### src/rtl/lsu_pkg.sv
// lsu_pkg: shared constants, FSM state type and helpers for the LSU front end.
package lsu_pkg;

    localparam logic [2:0] F3_B  = 3'b000;
    localparam logic [2:0] F3_H  = 3'b001;
    localparam logic [2:0] F3_W  = 3'b010;
    localparam logic [2:0] F3_BU = 3'b100;
    localparam logic [2:0] F3_HU = 3'b101;

    localparam logic [3:0] MASK_B = 4'b0001;
    localparam logic [3:0] MASK_H = 4'b0011;
    localparam logic [3:0] MASK_W = 4'b1111;

    typedef enum logic [1:0] {
        IDLE = 2'd0,
        REQ  = 2'd1,
        WAIT = 2'd2,
        RESP = 2'd3
    } lsu_state_e;

    // Byte lane offset actually used by an access: halves ignore a[0], words ignore both.
    function automatic logic [1:0] lane_off(input logic [2:0] f3, input logic [1:0] a);
        case (f3)
            F3_B, F3_BU: lane_off = a;
            F3_H, F3_HU: lane_off = {a[1], 1'b0};
            default:     lane_off = 2'b00;
        endcase
    endfunction

    // Encodings outside B/H/W/BU/HU behave as a word access but flag an error.
    function automatic logic is_reserved(input logic [2:0] f3);
        is_reserved = (f3 == 3'b011) || (f3 == 3'b110) || (f3 == 3'b111);
    endfunction

endpackage

### src/rtl/lsu_align.sv
// lsu_align: store lane shift / byte mask and load extract / extend (combinational).
// LSU_MISALIGN_CHECK_EN: when defined, misaligned H/W accesses are flagged via misalign_o.
module lsu_align
    import lsu_pkg::*;
#(
    parameter int XLEN = 32
) (
    input  logic [2:0]      st_funct3_i,
    input  logic [1:0]      st_addr_lo_i,
    input  logic [XLEN-1:0] st_wdata_i,
    output logic [3:0]      st_wmask_o,
    output logic [XLEN-1:0] st_wdata_o,
    output logic            st_misalign_o,
    output logic            st_err_o,
    input  logic [2:0]      ld_funct3_i,
    input  logic [1:0]      ld_addr_lo_i,
    input  logic [XLEN-1:0] ld_rdata_i,
    output logic [XLEN-1:0] ld_data_o
);

    logic [1:0]  st_off;
    logic [1:0]  ld_off;
    logic [15:0] ld_sh;

    // Store side: place data and byte enables on the addressed lane.
    always_comb begin
        st_off = lane_off(st_funct3_i, st_addr_lo_i);
        case (st_funct3_i)
            F3_B, F3_BU: st_wmask_o = MASK_B << st_off;
            F3_H, F3_HU: st_wmask_o = MASK_H << st_off;
            default:     st_wmask_o = MASK_W;
        endcase
        st_wdata_o = st_wdata_i << {st_off, 3'b000};
    end

`ifdef LSU_MISALIGN_CHECK_EN
    // Halves must be 2-byte aligned, words (and reserved-as-word) 4-byte aligned.
    always_comb begin
        case (st_funct3_i)
            F3_B, F3_BU: st_misalign_o = 1'b0;
            F3_H, F3_HU: st_misalign_o = st_addr_lo_i[0];
            default:     st_misalign_o = (st_addr_lo_i != 2'b00);
        endcase
    end
`else
    assign st_misalign_o = 1'b0;
`endif

    assign st_err_o = is_reserved(st_funct3_i) | st_misalign_o;

    // Load side: shift the addressed lane down, then sign/zero extend.
    always_comb begin
        ld_off = lane_off(ld_funct3_i, ld_addr_lo_i);
        ld_sh  = 16'(ld_rdata_i >> {ld_off, 3'b000});
        case (ld_funct3_i)
            F3_B:    ld_data_o = {{(XLEN-8){ld_sh[7]}}, ld_sh[7:0]};
            F3_BU:   ld_data_o = {{(XLEN-8){1'b0}}, ld_sh[7:0]};
            F3_H:    ld_data_o = {{(XLEN-16){ld_sh[15]}}, ld_sh};
            F3_HU:   ld_data_o = {{(XLEN-16){1'b0}}, ld_sh};
            default: ld_data_o = ld_rdata_i;
        endcase
    end

endmodule

### src/rtl/lsu_mem_req.sv
// lsu_mem_req: LSU front end, initiator side of the data-memory valid/ready port.
// LSU_MISALIGN_CHECK_EN: when defined, misaligned H/W ops skip memory and return out_err.
module lsu_mem_req
    import lsu_pkg::*;
#(
    parameter int XLEN   = 32,
    parameter int MASK_W = 8
) (
    input  logic              clk,
    input  logic              rst,
    input  logic              in_valid,
    output logic              in_ready,
    input  logic              in_wen,
    input  logic [2:0]        in_funct3,
    input  logic [XLEN-1:0]   in_addr,
    input  logic [XLEN-1:0]   in_wdata,
    output logic              mem_req_valid,
    input  logic              mem_req_ready,
    output logic              mem_req_wen,
    output logic [XLEN-1:0]   mem_req_addr,
    output logic [XLEN-1:0]   mem_req_wdata,
    output logic [MASK_W-1:0] mem_req_wmask,
    input  logic              mem_rsp_valid,
    input  logic [XLEN-1:0]   mem_rsp_rdata,
    output logic              out_valid,
    input  logic              out_ready,
    output logic [XLEN-1:0]   out_rdata,
    output logic              out_err
);

    lsu_state_e      state_q, state_d;
    logic            wen_q;
    logic [2:0]      f3_q;
    logic [1:0]      alo_q;
    logic [XLEN-1:0] req_addr_q, req_wdata_q, rdata_q;
    logic [3:0]      req_wmask_q;
    logic            err_q;

    logic            accept;
    logic [3:0]      st_wmask;
    logic [XLEN-1:0] st_wdata, ld_data;
    logic            st_misalign, st_err;

    lsu_align #(.XLEN(XLEN)) u_align (
        .st_funct3_i   (in_funct3),
        .st_addr_lo_i  (in_addr[1:0]),
        .st_wdata_i    (in_wdata),
        .st_wmask_o    (st_wmask),
        .st_wdata_o    (st_wdata),
        .st_misalign_o (st_misalign),
        .st_err_o      (st_err),
        .ld_funct3_i   (f3_q),
        .ld_addr_lo_i  (alo_q),
        .ld_rdata_i    (mem_rsp_rdata),
        .ld_data_o     (ld_data)
    );

    assign accept        = in_valid & in_ready;
    assign in_ready      = (state_q == IDLE);
    assign mem_req_valid = (state_q == REQ);
    assign out_valid     = (state_q == RESP);
    assign mem_req_wen   = wen_q;
    assign mem_req_addr  = req_addr_q;
    assign mem_req_wdata = req_wdata_q;
    assign mem_req_wmask = MASK_W'(req_wmask_q);
    assign out_rdata     = rdata_q;
    assign out_err       = err_q;

    // State register; reset drops any in-flight request.
    always_ff @(posedge clk or posedge rst) begin
        if (rst) state_q <= IDLE;
        else     state_q <= state_d;
    end

    // Next state: responses are only looked at in WAIT, so a rsp coincident with the
    // request handshake (or arriving while idle) is ignored.
    always_comb begin
        state_d = state_q;
        case (state_q)
            IDLE: if (accept) state_d = st_misalign ? RESP : REQ;
            REQ:  if (mem_req_ready) state_d = WAIT;
            WAIT: if (mem_rsp_valid) state_d = RESP;
            RESP: if (out_ready) state_d = IDLE;
            default: state_d = IDLE;
        endcase
    end

    // Datapath: latch request fields on accept, capture extracted load data on response.
    always_ff @(posedge clk or posedge rst) begin
        if (rst) begin
            wen_q       <= 1'b0;
            f3_q        <= 3'b000;
            alo_q       <= 2'b00;
            req_addr_q  <= '0;
            req_wdata_q <= '0;
            req_wmask_q <= 4'b0000;
            rdata_q     <= '0;
            err_q       <= 1'b0;
        end else if (accept) begin
            wen_q       <= in_wen;
            f3_q        <= in_funct3;
            alo_q       <= in_addr[1:0];
            req_addr_q  <= {in_addr[XLEN-1:2], 2'b00};
            req_wdata_q <= st_wdata;
            req_wmask_q <= st_wmask;
            rdata_q     <= '0;
            err_q       <= st_err;
        end else if (state_q == WAIT && mem_rsp_valid && !wen_q) begin
            rdata_q     <= ld_data;
        end
    end

endmodule

### config.mk
export PLATFORM = sky130hd
export DESIGN_NAME = lsu_mem_req
export DESIGN_NICKNAME = d
export VERILOG_FILES = /design/src/rtl/lsu_pkg.sv /design/src/rtl/lsu_align.sv /design/src/rtl/lsu_mem_req.sv
export SDC_FILE = /design/constraint.sdc
export NUM_CORES = 1
export LEC_CHECK = 0
export ABC_AREA = 1
export CAP_MARGIN = 40
export CORE_MARGIN = 2
export CORE_UTILIZATION = 43
export DETAILED_ROUTE_END_ITERATION = 7
export GPL_TIMING_DRIVEN = 1
export PLACE_DENSITY = 0.9
export SLEW_MARGIN = 20
export SYNTH_ARGS = -nofsm -noshare
export SYNTH_HDL_FRONTEND = slang
export SYNTH_SLANG_ARGS = --single-unit
### constraint.sdc
create_clock -name clk -period 5.8 [get_ports clk]
set_clock_uncertainty 0.1 [all_clocks]
set_input_delay 1.16 -clock clk [delete_from_list [all_inputs] [get_ports clk]]
set_output_delay 1.16 -clock clk [all_outputs]
set_load 0.02 [all_outputs]
==> results of run 1 <==
[worst paths after layout]
kind / end / start / slack [ns] / cells past startpoint
max: mem_req_wdata[29] / in_addr[1] / 2.64 / 6
min: mem_req_addr[20] / mem_req_addr[20] / 0.38 / 2
max reg2reg: f3_q[1] / state_q[0] / 3.49 / 7
min reg2reg: mem_req_addr[20] / mem_req_addr[20] / 0.38 / 2
max in group asynchronous: mem_req_addr[2] / rst / 3.66 / 3
min in group asynchronous: mem_req_addr[26] / rst / 1.08 / 2
[sequential cells by signal, summed over array words and instances, names as in the netlist]
name and flops:
state_q 2, out_rdata 32, out_err 1, mem_req_addr 30, alo_q 2, mem_req_wen 1
f3_q 3, mem_req_wdata 32, req_wmask_q 4
[power by group]
group / switching, mW / internal (mW)
registers: 0.252 / 1.07
logic: 1.23 / 0.920
clock network: 0.291 / 0.342
total: 1.78 / 2.33
[layout by cell type, fill, tap and decap left out]
cell type,instances
a21oi_1,25
a22o_1,8
buf_12,1
buf_16,1
buf_4,6
buf_8,1
bufinv_16,1
clkbuf_16,9
clkdlybuf4s50_1,208
clkinv_1,2
clkinv_4,1
clkinv_8,1
clkinvlp_4,3
conb_1,6
dfrtp_1,107
ha_1,4
inv_1,49
inv_2,2
inv_4,1
inv_8,1
nand2_1,296
nand2_2,3
nand2_4,1
nand2_8,1
nand3_1,34
nand3_2,3
nand3_4,1
nand4_1,1
nor2_1,50
nor2_8,2
nor3_1,1
o211ai_1,12
o21ai_0,64
o21ai_1,4
o22ai_1,2
[through the flow]
| step | hold slack (ns) | cell area, µm² |
|---|---|---|
| 5_1_grt | 0.411 | 7930 |
| 3_3_place_gp | 0.361 | 7540 |
| 6_report | 0.380 | 7930 |
| 2_1_floorplan | 0.366 | 5440 |
| 3_5_place_dp | 0.364 | 7610 |
| 4_1_cts | 0.384 | 7930 |
[cells by family (layout without fill, tap and decap cells)]
logic type               Yosys count  after routing  synth area share, %
buffers and inverters             97            287                 7.97
flip-flops                       107            107                 49.4
other                              1              6               0.0692
adder cells (fa/ha/maj)            4              4                0.924
AO/OA/AOI/OAI                    115            115                 11.8
AND/OR/NAND/NOR                  393            393                 29.8
[cell type report]
cell class	instances	area [µm²]
Fill cell	1014	4240
Sequential cell	107	2680
Multi-Input combinational cell	518	2330
Timing Repair Buffer	217	2190
Clock buffer	9	225
Tap cell	168	210
Inverter	54	205
Clock inverter	7	88.8
[metal layers]
layer  track usage, %  up-vias  part of all wire [%]
li1                 -     2628                     -
met1             32.3     2564                    40
met2             41.6      318                    47
met3             8.61       27                    11
met4             8.33        0                   2.1
met5                0        -                     0
[worst max-delay path, cell delays in order]
cell	delay, ns
clkdlybuf4s50_1	0.49
inv_1	0.04
nor2_1	0.65
inv_1	0.43
nor2_1	0.38
a21oi_1	0.12
==> metrics, run 1 <==
status finished clean; layout cells sized above 1 about 4.3%; Post-CTS Hold Fix Bufs 0; CP required 5.91 ns; yosys warns 0; Die Span X 116 µm; most numerous cell in the Yosys netlist nand2_1; Setup WS post-layout 2.64 ns; CORE AREA 12200 µm²; root buffer cell clkbuf_16; CTS tree yes; Iteration-0 DRC Markers 548; DP Wirelength 12400 µm; post-synthesis cell type count 28; placement row count 40; dominant cell type by area after synthesis dfrtp_1; Leak Pwr 3.90 nW; Worst Tran Pin Value 0.864 ns; area share of the largest cell type after synthesis 49.4%; slew margin rel. between 40% and 50%; H-tree depth 3; clk buf depth 2; Layout area overhead 46.3%; Final min period 3.16 ns; Cell Area, Synth approximately 5400 µm²; vias in the first global route between 5000 and 6000; nets@finish 1017; kind of critical path input port to flop; ys async rst share between 90% and 100%; count of pins over their slew limit 0; DRT Pass-1 Iters 6; largest net degree at the start of global routing slightly below 70; FMAX 317 MHz; clock-pin transition on the worst setup and hold timing paths 0.07 ns; worst vdd ir 268 µV; Hold WC Path Type flop to flop; GRT Resource Usage Total around 26%; CP endpoint kind flop; DRT Wirelength 17000 µm; CTS sink cnt 107; initial core utilization 44.5%; Arr. time, crit path approximately 3.3 ns; FF+latch count, synth 107; synth cell count leaders 297 x nand2_1, 107 x dfrtp_1, 64 x o21ai_0; IO Pins about 220; Die Y 116 µm; final core occ roughly two thirds; latest clock arrival within the worst-skew pair 0.34 ns; initial antenna violation count 0; Synth area leaders dfrtp_1 49%, nand2_1 21%, o21ai_0 5.9%; Final period util 54.4%; pwr/cell area 519 nW/µm²; Final Hold Viols 0; post-cts gate resize count 0; Top FF cell, synth dfrtp_1; critical path fanouts, max 13; setup_tns 0 ns; first-pass GRT wire length between 20000 and 30000 µm; Mean Syn Cell Area 7.55 µm²; Antenna diodes 0; worst slack, placed roughly 2.4 ns; Setup violations, final 0; Power Total 4.11 mW; Remaining DRCs 0; number of synthesized flops with an enable pin 0; GRT overflow 0; unrepaired setup endpoints after global routing no; Setup crit start kind input port; detailed-route vias per instance 5.13; synthesized instance count roughly 720; sequential area share after synthesis 49.4%; die area 13500 µm²; Final GP Congestion 0.939; Setup Buffers After CTS 0; TritonCTS Buffers 9; via count 5537; Layout Cells excl Fill 1080; Max-cap violations 0; IO buf count 208; drt wl/cell 15.8 µm; Routed Antenna Nets 0; DP Cell Count 1064
Power figures use the tool's default switching activity.
==> run 2: changes to the inputs <==
==> constraint.sdc (replaced) <==
create_clock -name clk -period 3.2 [get_ports clk]
set_clock_uncertainty 0.1 [all_clocks]
set_input_delay 0.64 -clock clk [delete_from_list [all_inputs] [get_ports clk]]
set_output_delay 0.64 -clock clk [all_outputs]
set_load 0.02 [all_outputs]
==> run 2 against run 1 <==
Against the previous run:
- critical path depth decreased by 3
- first-iteration DRC count increased by 34%
- combinational power increased by 81%
- sequential share of layout area decreased by 0.11 points
- clock power increased by 80%
- die area unchanged
- clock-buffer cell count increased by 3
- worst hold slack improved by 0.0042 ns
- setup slack got worse by 1.9 ns
- via count decreased by 0.25%
- critical endpoint is now in_ready
==> metrics, run 2 (synthesis gave the netlist of run 1 again) <==
status finished clean; r2r endpoint mem_req_wdata[25]; Arr. time, crit path 1.72 ns (-1.55 ns); DP Cell Count 1067 (+0.28%); Min Hold Slack 0.384 ns (+0.00422 ns); setup_tns 0 ns (unchanged); root buffer cell clkbuf_16; Leak Pwr 3.92 nW (+0.51%); Power Total 7.45 mW (+81%); largest net degree at the start of global routing 108 (+59%); CTS sink cnt 107 (unchanged); GRT overflow 0 (unchanged); Layout Cells excl Fill 1084 (+0.37%); Setup violations, final 0 (unchanged); hold endpoint mem_req_addr[10]; CORE AREA 12200 µm² (unchanged); DP Wirelength 11900 µm (-4.1%); FMAX between 400 and 500 MHz; via count 5523 (-0.25%); Reg2Reg Depth 6 (-1); placement row count 40 (unchanged); Final GP Congestion 0.878 (-6.4%); die area 13500 µm² (unchanged); unrepaired setup endpoints after global routing no; IO Pins 215 (unchanged); Setup Buffers After CTS 0 (unchanged); Final Hold Viols 0 (unchanged); vias in the first global route 5326 (+2.4%); IO buf count 208 (unchanged); H-tree depth 3 (unchanged); Routed Antenna Nets 0 (unchanged); worst reg2reg setup slack 1.12 ns (-2.37 ns); clock-pin transition on the worst setup and hold timing paths 0.07 ns (about the same); initial antenna violation count 0 (unchanged); critical path fanouts, max 4 (-9); Hold WC Path Type flop to flop; Worst Tran Pin Value 0.731 ns (-0.133 ns); Final min period roughly 2.5 ns; latest clock arrival within the worst-skew pair 0.35 ns (about the same); CP endpoint kind primary output; most common cell after layout, fill and taps aside nand2_1; TritonCTS Buffers 9 (unchanged); most frequent cells in the layout 296 x nand2_1, 208 x clkdlybuf4s50_1, 107 x dfrtp_1; DRT Wirelength 16600 µm (-2.2%); Max-cap violations 0 (unchanged); Antenna diodes 0 (unchanged); detailed-route vias per instance 5.10 (-0.62%); Final period util about three quarters; count of pins over their slew limit 0 (unchanged); Die Span X 116 µm (unchanged); CP required 2.46 ns (-3.45 ns); drt wl/cell 15.3 µm (-2.6%); kind of critical path flop to primary output; Setup crit start kind flop; first-pass GRT wire length 26200 µm (-1.5%); worst vdd ir 518 µV (+93%); nets@finish 1021 (+0.39%); Crit Reg-Reg Startpoint state_q[0]; slew margin rel. 51.2% (+9.1 points); Post-CTS Hold Fix Bufs 0 (unchanged); Iteration-0 DRC Markers 736 (+34%); Remaining DRCs 0 (unchanged); HP Start mem_req_addr[10]; Die Y 116 µm (unchanged); layout cells sized above 1 4.37% (+0.090 points); pwr/cell area 937 nW/µm² (+81%); DRT Pass-1 Iters 5 (-1); GRT Resource Usage Total 25.1% (-0.48 points); CTS tree yes; Worst Hold Path Cells 2 (unchanged); Layout area overhead 46.8%; post-cts gate resize count 0 (unchanged); initial core utilization 44.5% (unchanged); clk buf depth 2 (unchanged)
## run 2: changes by cell type in the layout (fill, tap and decap cells not counted), sizes merged
cell,delta
clkbuf,+3
clkinv,-1
buf,+4
clkinvlp,-2
## run 2: worst max path at each step
stage	startpoint	end	slack [ns]	cells past startpoint
after floorplan	rst	alo_q[0]	1.17	1
after global placement	in_valid	mem_req_addr[19]	0.43	6
after detailed placement	in_funct3[0]	mem_req_wdata[19]	0.61	7
after CTS	state_q[1]	in_ready	0.73	3
after global routing	state_q[1]	in_ready	0.66	3
final	state_q[1]	in_ready	0.74	3
## run 2: report_power, final
group / switching, mW / internal, mW / total [mW]
clock: 0.520 / 0.619 / 1.14
combinational: 2.22 / 1.70 / 3.92
sequential: 0.445 / 1.94 / 2.39
total: 3.19 / 4.26 / 7.45
## run 2: routing by layer
layer	up-vias	share of wire [%]	global-route usage, %
met2	283	47	41.2
met3	31	10	7.52
met1	2554	40	31.8
met4	0	2.5	8.49
li1	2655	-	-
met5	-	0	0
## run 2: final cells by class
| type | instances | area (µm²) |
|---|---|---|
| clock inverters | 4 | 58.8 |
| well taps | 168 | 210 |
| repair buffers | 221 | 2230 |
| fillers | 980 | 4210 |
| inverters | 54 | 206 |
| multi-input cells | 518 | 2330 |
| clock buffers | 12 | 236 |
| flip-flops and latches | 107 | 2680 |
## run 2: per-stage QoR
| stage | utilization [%] | cell area (µm²) | worst slack, ns |
|---|---|---|---|
| 2_1_floorplan | - | 5440 | 1.17 |
| 3_3_place_gp | 62.4 | 7590 | 0.431 |
| 3_5_place_dp | 62.7 | 7630 | 0.611 |
| 4_1_cts | 65.1 | 7920 | 0.730 |
| 5_1_grt | 65.4 | 7950 | 0.659 |
| 6_report | 65.4 | 7950 | 0.745 |
## run 2: critical path, stage by stage (launching register included)
cell and delay (ns):
dfrtp_1 0.42, inv_1 0.10, ha_1 0.23, clkdlybuf4s50_1 0.63
